[src/rtl/muldiv_pkg.sv]
// Shared definitions for the iterative RV32M multiply/divide unit:
// operation encodings, FSM states and operand-signedness helpers.
package muldiv_pkg;

    localparam int XLEN_DEFAULT = 32;

    localparam logic [2:0] OP_MUL    = 3'b000;
    localparam logic [2:0] OP_MULH   = 3'b001;
    localparam logic [2:0] OP_MULHSU = 3'b010;
    localparam logic [2:0] OP_MULHU  = 3'b011;
    localparam logic [2:0] OP_DIV    = 3'b100;
    localparam logic [2:0] OP_DIVU   = 3'b101;
    localparam logic [2:0] OP_REM    = 3'b110;
    localparam logic [2:0] OP_REMU   = 3'b111;

    typedef enum logic [1:0] {
        ST_IDLE,
        ST_PREP,
        ST_CALC,
        ST_DONE
    } state_t;

    // rs1 is treated as signed for every op except the fully unsigned ones
    function automatic logic a_is_signed(input logic [2:0] op);
        return (op != OP_MULHU) && (op != OP_DIVU) && (op != OP_REMU);
    endfunction

    function automatic logic b_is_signed(input logic [2:0] op);
        return (op == OP_MUL) || (op == OP_MULH) || (op == OP_DIV) || (op == OP_REM);
    endfunction

endpackage

[src/rtl/muldiv_unit.sv]
// Iterative RV32M multiply/divide: radix-2 shift-add multiply and restoring
// divide over XLEN cycles, with a one-cycle fast path for div-by-zero/overflow.
module muldiv_unit
    import muldiv_pkg::*;
#(
    parameter int XLEN = XLEN_DEFAULT
) (
    input  logic            clk,
    input  logic            rst,
    input  logic [2:0]      op,
    input  logic [XLEN-1:0] a,
    input  logic [XLEN-1:0] b,
    input  logic            in_valid,
    output logic            in_ready,
    output logic [XLEN-1:0] res,
    output logic            res_valid,
    input  logic            res_ready
);

    localparam int CW = $clog2(XLEN) + 1;
    localparam logic [XLEN-1:0] MIN_NEG = {1'b1, {(XLEN-1){1'b0}}};

    state_t          state_reg, state_next;
    logic [2:0]      op_reg;
    logic [XLEN-1:0] a_reg, b_reg;
    logic [XLEN-1:0] opnd_reg;
    logic [XLEN-1:0] hi_reg, lo_reg;
    logic            neg_reg, rneg_reg;
    logic [CW-1:0]   cnt_reg;
    logic [XLEN-1:0] res_reg;

    logic            a_neg, b_neg;
    logic [XLEN-1:0] a_mag, b_mag;
    logic            div_zero, div_ovf, special;
    logic [XLEN-1:0] special_res;

    always_comb begin
        a_neg    = a_is_signed(op_reg) && a_reg[XLEN-1];
        b_neg    = b_is_signed(op_reg) && b_reg[XLEN-1];
        a_mag    = a_neg ? -a_reg : a_reg;
        b_mag    = b_neg ? -b_reg : b_reg;
        div_zero = op_reg[2] && (b_reg == '0);
        div_ovf  = op_reg[2] && !op_reg[0] && (a_reg == MIN_NEG) && (b_reg == '1);
        special  = div_zero || div_ovf;
        // op_reg[1] distinguishes REM/REMU from DIV/DIVU within the divide group
        if (div_zero) begin
            special_res = op_reg[1] ? a_reg : '1;
        end else begin
            special_res = op_reg[1] ? '0 : a_reg;
        end
    end

    // One iteration: multiply keeps {hi,lo} as the partial product with the
    // multiplier shifting out of lo; divide keeps hi as the partial remainder
    // and lo as dividend bits shifting out while quotient bits shift in.
    logic [XLEN:0]   mul_sum;
    logic [XLEN:0]   rem_shift;
    logic            rem_ge;
    logic [XLEN-1:0] rem_diff;
    logic [XLEN-1:0] hi_next, lo_next;
    logic            last_iter;

    always_comb begin
        mul_sum   = {1'b0, hi_reg} + (lo_reg[0] ? {1'b0, opnd_reg} : '0);
        rem_shift = {hi_reg, lo_reg[XLEN-1]};
        rem_ge    = rem_shift >= {1'b0, opnd_reg};
        rem_diff  = rem_shift[XLEN-1:0] - opnd_reg;
        if (op_reg[2]) begin
            hi_next = rem_ge ? rem_diff : rem_shift[XLEN-1:0];
            lo_next = {lo_reg[XLEN-2:0], rem_ge};
        end else begin
            hi_next = mul_sum[XLEN:1];
            lo_next = {mul_sum[0], lo_reg[XLEN-1:1]};
        end
        last_iter = (cnt_reg == CW'(XLEN - 1));
    end

    logic [2*XLEN-1:0] prod;
    logic [XLEN-1:0]   quo, rem, calc_res;

    always_comb begin
        prod = neg_reg ? -{hi_next, lo_next} : {hi_next, lo_next};
        quo  = neg_reg ? -lo_next : lo_next;
        rem  = rneg_reg ? -hi_next : hi_next;
        case (op_reg)
            OP_MUL:                      calc_res = prod[XLEN-1:0];
            OP_MULH, OP_MULHSU, OP_MULHU: calc_res = prod[2*XLEN-1:XLEN];
            OP_DIV, OP_DIVU:             calc_res = quo;
            default:                     calc_res = rem;
        endcase
    end

    always_ff @(posedge clk) begin
        if (rst) begin
            state_reg <= ST_IDLE;
        end else begin
            state_reg <= state_next;
        end
    end

    always_comb begin
        state_next = state_reg;
        in_ready   = 1'b0;
        res_valid  = 1'b0;
        case (state_reg)
            ST_IDLE: begin
                in_ready = 1'b1;
                if (in_valid) state_next = ST_PREP;
            end
            ST_PREP: state_next = special ? ST_DONE : ST_CALC;
            ST_CALC: if (last_iter) state_next = ST_DONE;
            ST_DONE: begin
                res_valid = 1'b1;
                if (res_ready) state_next = ST_IDLE;
            end
            default: state_next = ST_IDLE;
        endcase
    end

    always_ff @(posedge clk) begin
        if (rst) begin
            op_reg   <= '0;
            a_reg    <= '0;
            b_reg    <= '0;
            opnd_reg <= '0;
            hi_reg   <= '0;
            lo_reg   <= '0;
            neg_reg  <= 1'b0;
            rneg_reg <= 1'b0;
            cnt_reg  <= '0;
            res_reg  <= '0;
        end else begin
            case (state_reg)
                ST_IDLE: begin
                    if (in_valid) begin
                        op_reg <= op;
                        a_reg  <= a;
                        b_reg  <= b;
                    end
                end
                ST_PREP: begin
                    hi_reg   <= '0;
                    lo_reg   <= op_reg[2] ? a_mag : b_mag;
                    opnd_reg <= op_reg[2] ? b_mag : a_mag;
                    neg_reg  <= a_neg ^ b_neg;
                    rneg_reg <= a_neg;
                    cnt_reg  <= '0;
                    if (special) res_reg <= special_res;
                end
                ST_CALC: begin
                    hi_reg  <= hi_next;
                    lo_reg  <= lo_next;
                    cnt_reg <= cnt_reg + CW'(1);
                    if (last_iter) res_reg <= calc_res;
                end
                default: ;
            endcase
        end
    end

    assign res = res_reg;

endmodule

[config.mk]
export PLATFORM = sky130hd
export DESIGN_NAME = muldiv_unit
export DESIGN_NICKNAME = d
export VERILOG_FILES = /design/src/rtl/muldiv_pkg.sv /design/src/rtl/muldiv_unit.sv
export SDC_FILE = /design/constraint.sdc
export NUM_CORES = 1
export LEC_CHECK = 0
export CORE_MARGIN = 4
export CORE_UTILIZATION = 60
export CTS_BUF_LIST = sky130_fd_sc_hd__clkbuf_8
export CTS_CLUSTER_SIZE = 30
export DETAILED_ROUTE_END_ITERATION = 8
export GPL_TIMING_DRIVEN = 0
export PLACE_DENSITY = 0.89
export SETUP_SLACK_MARGIN = 0.2
export SLEW_MARGIN = 20
export SYNTH_ARGS = -nofsm -noshare
export SYNTH_HDL_FRONTEND = slang
export SYNTH_SLANG_ARGS = --single-unit
[constraint.sdc]
create_clock -name clk -period 12.05 [get_ports clk]
set_input_delay 1.205 -clock clk [delete_from_list [all_inputs] [get_ports clk]]
set_output_delay 1.205 -clock clk [all_outputs]
set_load 0.02 [all_outputs]
* After elaboration in Yosys (flattened, before gate mapping)
Index checks and enable logic that the tools add are counted.
** Operators by class
- Multiplexer cells :: 28
- Bitwise gates (word level) :: 1
- Reductions and logical operators :: 22
- Equal/unequal tests :: 19
- Magnitude comparators :: 1
- Add/subtract/negate cells :: 8
** Operator list (number)
- 32-bit two-way mux :: 15
- 32-bit one-hot mux with 2 select lines :: 3
- 32-bit negator :: 4
- 32-bit one-hot mux with 3 select lines :: 1
- 32-bit equality test (second input constant) :: 2
- 64-bit two-way mux :: 1
- 64-bit negator :: 1
- 32-bit by 32-bit adder with 33-bit output :: 1
- 33-bit by 32-bit greater-or-equal comparator with 1-bit output :: 1
- 32-bit logical NOT :: 1
- 32-bit subtractor :: 1
- 6-bit one-hot mux with 2 select lines :: 1
- 3-bit equality test (second input constant) :: 3
- 1-bit logical AND :: 8
- 2-bit inequality test (second input constant) :: 4
- 2-bit one-hot mux with 4 select lines :: 1
- 6-bit by 1-bit adder with 6-bit output (second input constant) :: 1
- 3-bit by 2-bit equality test with 1-bit output (second input constant) :: 2
- 6-bit by 5-bit equality test with 1-bit output (second input constant) :: 1
- 2-bit two-way mux :: 3
- 3-bit inequality test (second input constant) :: 2
- 3-bit AND reduction :: 2
- 2-bit equality test (second input constant) :: 2
- 1-bit logical OR :: 4
- other kinds (12) :: 14
** Storage, ports and cells
- Input port bits :: 71
- Bits in registers :: 205
- Logic and storage cells :: 90
- Output and inout bits :: 34

* Longest topological paths before layout
- Depth in word-level cells :: 8
- Mapped depth :: 26
- Gate-level depth less buffers :: 22

* Least setup slack after synthesis
OpenSTA, ideal clock, no wires.
- Kind :: reg-to-reg
- From :: reg op_reg[2]
- To :: reg res_reg[24], in the netlist res[24]
- Path slack :: 5.871 ns
- Cell stages (with the launch flop) :: 24
- Period minus slack after synthesis :: 6.179 ns
- Data required time :: 11.936 ns
- Path buffers :: 9
- Arrival :: 6.065 ns
- Library setup time :: 0.114 ns
- Cells stage by stage :: dfxtp_1 buf_4 buf_4 buf_2 buf_1 clkbuf_1 buf_2 buf_1 buf_2 buf_2 mux2i_1 ha_1 o2111ai_2 or4_4 or3_4 and4bb_1 nand2_1 or3_4 or4_4 or2_4 o21ai_0 xnor2_1 a21oi_1 a2111oi_0
** On the way
- Word-level cells in the longest chain between the ends :: 6
- Elaborated cells on any way between the ends :: 28
- Classes of those cells :: add/sub: 3; eq/ne: 6; mux: 10; reduce/logical: 9
** Ends and longest elaborated chain
- from (decl) :: RTL line muldiv_unit.sv:24 : logic [2:0] op_reg;
- from (signal assigned) :: RTL line muldiv_unit.sv:136 : op_reg <= op;
- 32-bit two-way mux or 1-bit logical AND (tied branches) :: RTL line muldiv_unit.sv:68, muldiv_unit.sv:43
- 64-bit negator (tied with other cells) :: RTL line muldiv_unit.sv:82 : prod = neg_reg ? -{hi_next, lo_next} : {hi_next, lo_next};
- 64-bit two-way mux (tied with other cells) :: RTL line muldiv_unit.sv:82
- 32-bit one-hot mux with 3 select lines or 1-bit logical OR (tied branches) :: RTL line muldiv_unit.sv:85, muldiv_unit.sv:44
- 32-bit two-way mux or 2-bit inequality test (tied branches)
- 32-bit one-hot mux with 2 select lines or 3-bit AND reduction (tied branches)
- to (signal assigned) :: RTL line muldiv_unit.sv:148 : if (special) res_reg <= special_res;
- to (signal assigned) :: RTL line muldiv_unit.sv:154 : if (last_iter) res_reg <= calc_res;
- to (decl) :: RTL line muldiv_unit.sv:30 : logic [XLEN-1:0] res_reg;
Several ways; a longest one is shown, not always the timed one. The select of a mux whose other input is x is not followed.
A chain may end at the register's enable or synchronous reset.

* Final worst setup path
- From :: reg op_reg[2]
- To :: reg res_reg[26], in the netlist res[26]
Same word-level chain as after synthesis.

==> results_tabular.tex <==
\begin{tabular}{lr}
\hline
Metric & Value \\
\hline
\multicolumn{2}{l}{\textbf{Pwr}} \\
Total power draw & around 5.3 mW \\
Leak Pwr & roughly 8.2 nW \\
Total power divided by cell area & 251 nW/um\^{}2 \\
Maximum vdd ir drop & 0.000158 V \\
\multicolumn{2}{l}{\textbf{Logic synthesis}} \\
Post-synth net total & 2735 \\
Area leader, netlist & dfxtp\_1 \\
Distinct cell type count after synthesis & 102 \\
Synth top area cells & dfxtp\_1, a21oi\_1, nand2\_1 \\
Area fraction of the dominant cell type after synthesis & $\sim$22\% \\
Cell area after synthesis & between 15000 and 20000 sq um \\
Sequential share of the synthesized area & between 20\% and 30\% \\
Mean instance size in the synthesized netlist & between 7 and 8 sq um \\
EDFF count, synth & 0 \\
Ys async rst share & 0\% \\
Top\_reg\_cell synth & dfxtp\_1 \\
YS warnings & 0 \\
Post-synthesis cell count & 2588 \\
Number of storage elements in the synthesis netlist & 205 \\
\multicolumn{2}{l}{\textbf{Drt}} \\
Vias per cell & roughly 7 \\
DR DRC count & 0 \\
Routed length per placed instance & around 27 um \\
Overall via count from detail\_route & roughly 22k \\
Final wirelength & 86.6 mm \\
Pre-Repair DR Iteration Count & 7 \\
First-iteration detailed-routing DRC count & around 3.7k \\
Detail Route Antenna Nets & 0 \\
\multicolumn{2}{l}{\textbf{Timing}} \\
Measured slew at the worst slew-check pin & roughly 1.2 ns \\
Max-slew violation count & 0 \\
Worst max-slew margin expressed relative to the limit & between 15 and 20\% \\
Number of endpoints failing setup at the final stage & 0 \\
Final period util & around 74\% \\
WHS & between 0.4 and 0.5 ns \\
Hold Fails Final Rpt & 0 \\
Setup Skew & $\sim$0.044 ns \\
Fin crit period & 8.86 ns \\
Unrepaired setup endpoints after global routing & false \\
Total negative slack & 0 ns \\
Maximum frequency from static timing analysis & between 100 and 150 MHz \\
\multicolumn{2}{l}{\textbf{Min path}} \\
Hold Startpoint & res[8] \\
Min-Delay Path Class & reg -> reg \\
\multicolumn{2}{l}{\textbf{Critical path}} \\
Type of element launching the critical path & flop \\
Worst-path maximum fanout & 10 \\
Crit path required time & between 10 and 15 ns \\
Origin of the critical flop-to-flop path & op\_reg[2] \\
Worst setup EP type & flop \\
Data arrival at the endpoint of the critical path & 9.41 ns \\
Critical path class & reg -> reg \\
Start point of the critical path & op\_reg[2] \\
\multicolumn{2}{l}{\textbf{Global route}} \\
Initial antenna violation count & 3 \\
GRT Overall Usage & between 40 and 50\% \\
Total gr overflow & 0 \\
Wire length of the first global-routing pass & between 100 and 150 mm \\
Via count of the first global-routing pass & between 20k and 25k \\
Pin count of the biggest net entering global routing & 13 \\
\multicolumn{2}{l}{\textbf{Floorplan}} \\
Initial Util & between 60 and 70\% \\
Core area & between 30000 and 40000 sq um \\
Die Area & 33700 sq um \\
Die outline width & roughly 180 um \\
Die Height & between 150 and 200 um \\
Std cell rows & 64 \\
Number of top-level pins & between 100 and 150 \\
\multicolumn{2}{l}{\textbf{Clock tree}} \\
Level count of the clock H-tree & 2 \\
Latest clock arrival within the worst-skew pair & 0.61 ns \\
Root buffer selected by CTS & clkbuf\_8 \\
Clock tree sinks & 205 \\
CTS max path bufs & 3 \\
Clock buffer count from CTS & 38 \\
Number of buffers inserted by hold repair at cts & 0 \\
Post-cts sizing count & 0 \\
CTS tree & built \\
Post-CTS setup buffer count & 0 \\
Clock transition at path regs & 0.06 ns \\
\multicolumn{2}{l}{\textbf{Final layout}} \\
Number of nets in the final layout & between 2k and 3k \\
Post-synthesis to final-layout area growth & 13.3\% \\
Final cell count without fillers & between 3k and 4k \\
Share of cells above drive strength 1 & roughly 6.0\% \\
Fin area & around 21000 sq um \\
Number of inserted filler cells in the final layout & about 2.6k \\
\multicolumn{2}{l}{\textbf{Run status}} \\
Status & complete, no violations \\
\multicolumn{2}{l}{\textbf{Flow run}} \\
Max-cap violation count & 0 \\
\multicolumn{2}{l}{\textbf{Placed design}} \\
\# port buffers & around 100 \\
Post-placement cell area & $\sim$20000 sq um \\
Hpwl dp & 66.9 mm \\
Placer congestion estimate & 1.14 \\
Number of instances in the placed design & $\sim$3.1k \\
\hline
\end{tabular}
## path summary, 6_finish.rpt
path              cells after the start       to  slack, ns
setup / recovery                     24  res[26]       3.19
setup reg to reg                     24  res[26]       3.19
hold / removal                        2   res[8]       0.46
hold reg to reg                       2   res[8]       0.46
## layout make-up
class                   instances  area (sq um)  share of cell area [%]
diodes                          3          7.51                  0.0358
plain buffers                 179           711                    3.39
clock buffers                  45           619                    2.95
clock inverters                22           280                    1.34
inverters                      83           312                    1.49
multi-input cells            2121         13400                    63.9
flip-flops and latches        205          4100                    19.6
well taps                     396           495                    2.36
repair buffers                105          1040                    4.97
## per-stage QoR
| stage | setup WS (ns) | utilization (%) |
|---|---|---|
| 6_report | 3.19 | 68.7 |
| 5_1_grt | 3.15 | 68.7 |
| 4_1_cts | 3.69 | 68.7 |
| 3_5_place_dp | 3.72 | 65.7 |
| 3_3_place_gp | 3.80 | 65.6 |
| 2_1_floorplan | 5.87 | - |
## kinds of logic (layout without fill, tap and decap cells)
logic type | Yosys count | after routing | synth area share [%]
AO/OA/AOI/OAI | 808 | 808 | 28.7
XOR/XNOR | 169 | 169 | 8.00
adder cells (fa/ha/maj) | 77 | 77 | 5.28
buffers and inverters | 262 | 434 | 5.53
flip-flops | 205 | 205 | 22.2
multiplexers | 92 | 92 | 5.86
other | 0 | 3 | 0
AND/OR/NAND/NOR | 975 | 975 | 24.5
## Yosys cell counts, drive strengths merged (13+ instances only)
library cell,n
nand2,330
nor2,301
a21oi,266
dfxtp,205
o21ai,151
clkbuf,139
xnor2,100
nor3,99
inv,82
ha,74
xor2,69
a211oi,64
mux2i,60
and2,44
buf,40
nand3,34
a22oi,31
a21o,28
o31ai,27
nand4,26
a31oi,24
o21a,23
mux2,21
o211ai,21
and3,20
nor4,20
o211a,20
or3,20
or2,15
a221oi,14
o22ai,14
o2111ai,13
## worst max-delay path, stage by stage (launching register included)
cell	delay (ns)
dfxtp_1	0.54
buf_4	0.26
buf_4	0.22
buf_2	0.27
buf_1	0.59
clkbuf_1	0.59
buf_2	0.43
buf_1	0.62
buf_2	0.46
buf_2	0.37
mux2i_1	0.36
ha_1	0.26
o2111ai_2	0.21
or4_4	0.51
or3_4	0.41
or2_1	0.32
or2_1	0.23
clkbuf_1	0.21
nor2_1	0.15
nand4_1	0.15
or4_1	0.44
nor3_1	0.21
mux2i_1	0.11
a221oi_1	0.64
o21a_1	0.21
## where the power goes
group	leakage [nW]	total, mW	switching (mW)	internal (mW)
clock network	0.488	0.819	0.344	0.475
registers	1.67	1.02	0.219	0.803
logic	6.03	3.43	2.36	1.07
## routing by layer
metal | GRT usage [%] | share of wire [%]
met5 | 0 | 0.087
met4 | 36.9 | 9.8
met3 | 18.6 | 15
met2 | 71.4 | 40
met1 | 58.6 | 35
## cells in the final DEF (no fill, tap or decap), types with 26 or more instances in the layout
cell	netlist	layout
mux2i_1	60	60
and2_1	44	44
xnor2_1	100	100
nor2_1	301	301
a21oi_1	266	266
clkbuf_8	0	45
dfxtp_1	205	205
clkbuf_1	137	137
o21ai_0	137	137
xor2_1	69	69
a211oi_1	63	62
ha_1	74	74
a22oi_1	31	31
nand2_1	330	330
inv_1	81	90
a21o_1	28	28
nand4_1	26	26
nor3_1	97	97
nand3_1	34	34
clkdlybuf4s50_1	0	103
Power figures use the tool's default switching activity.
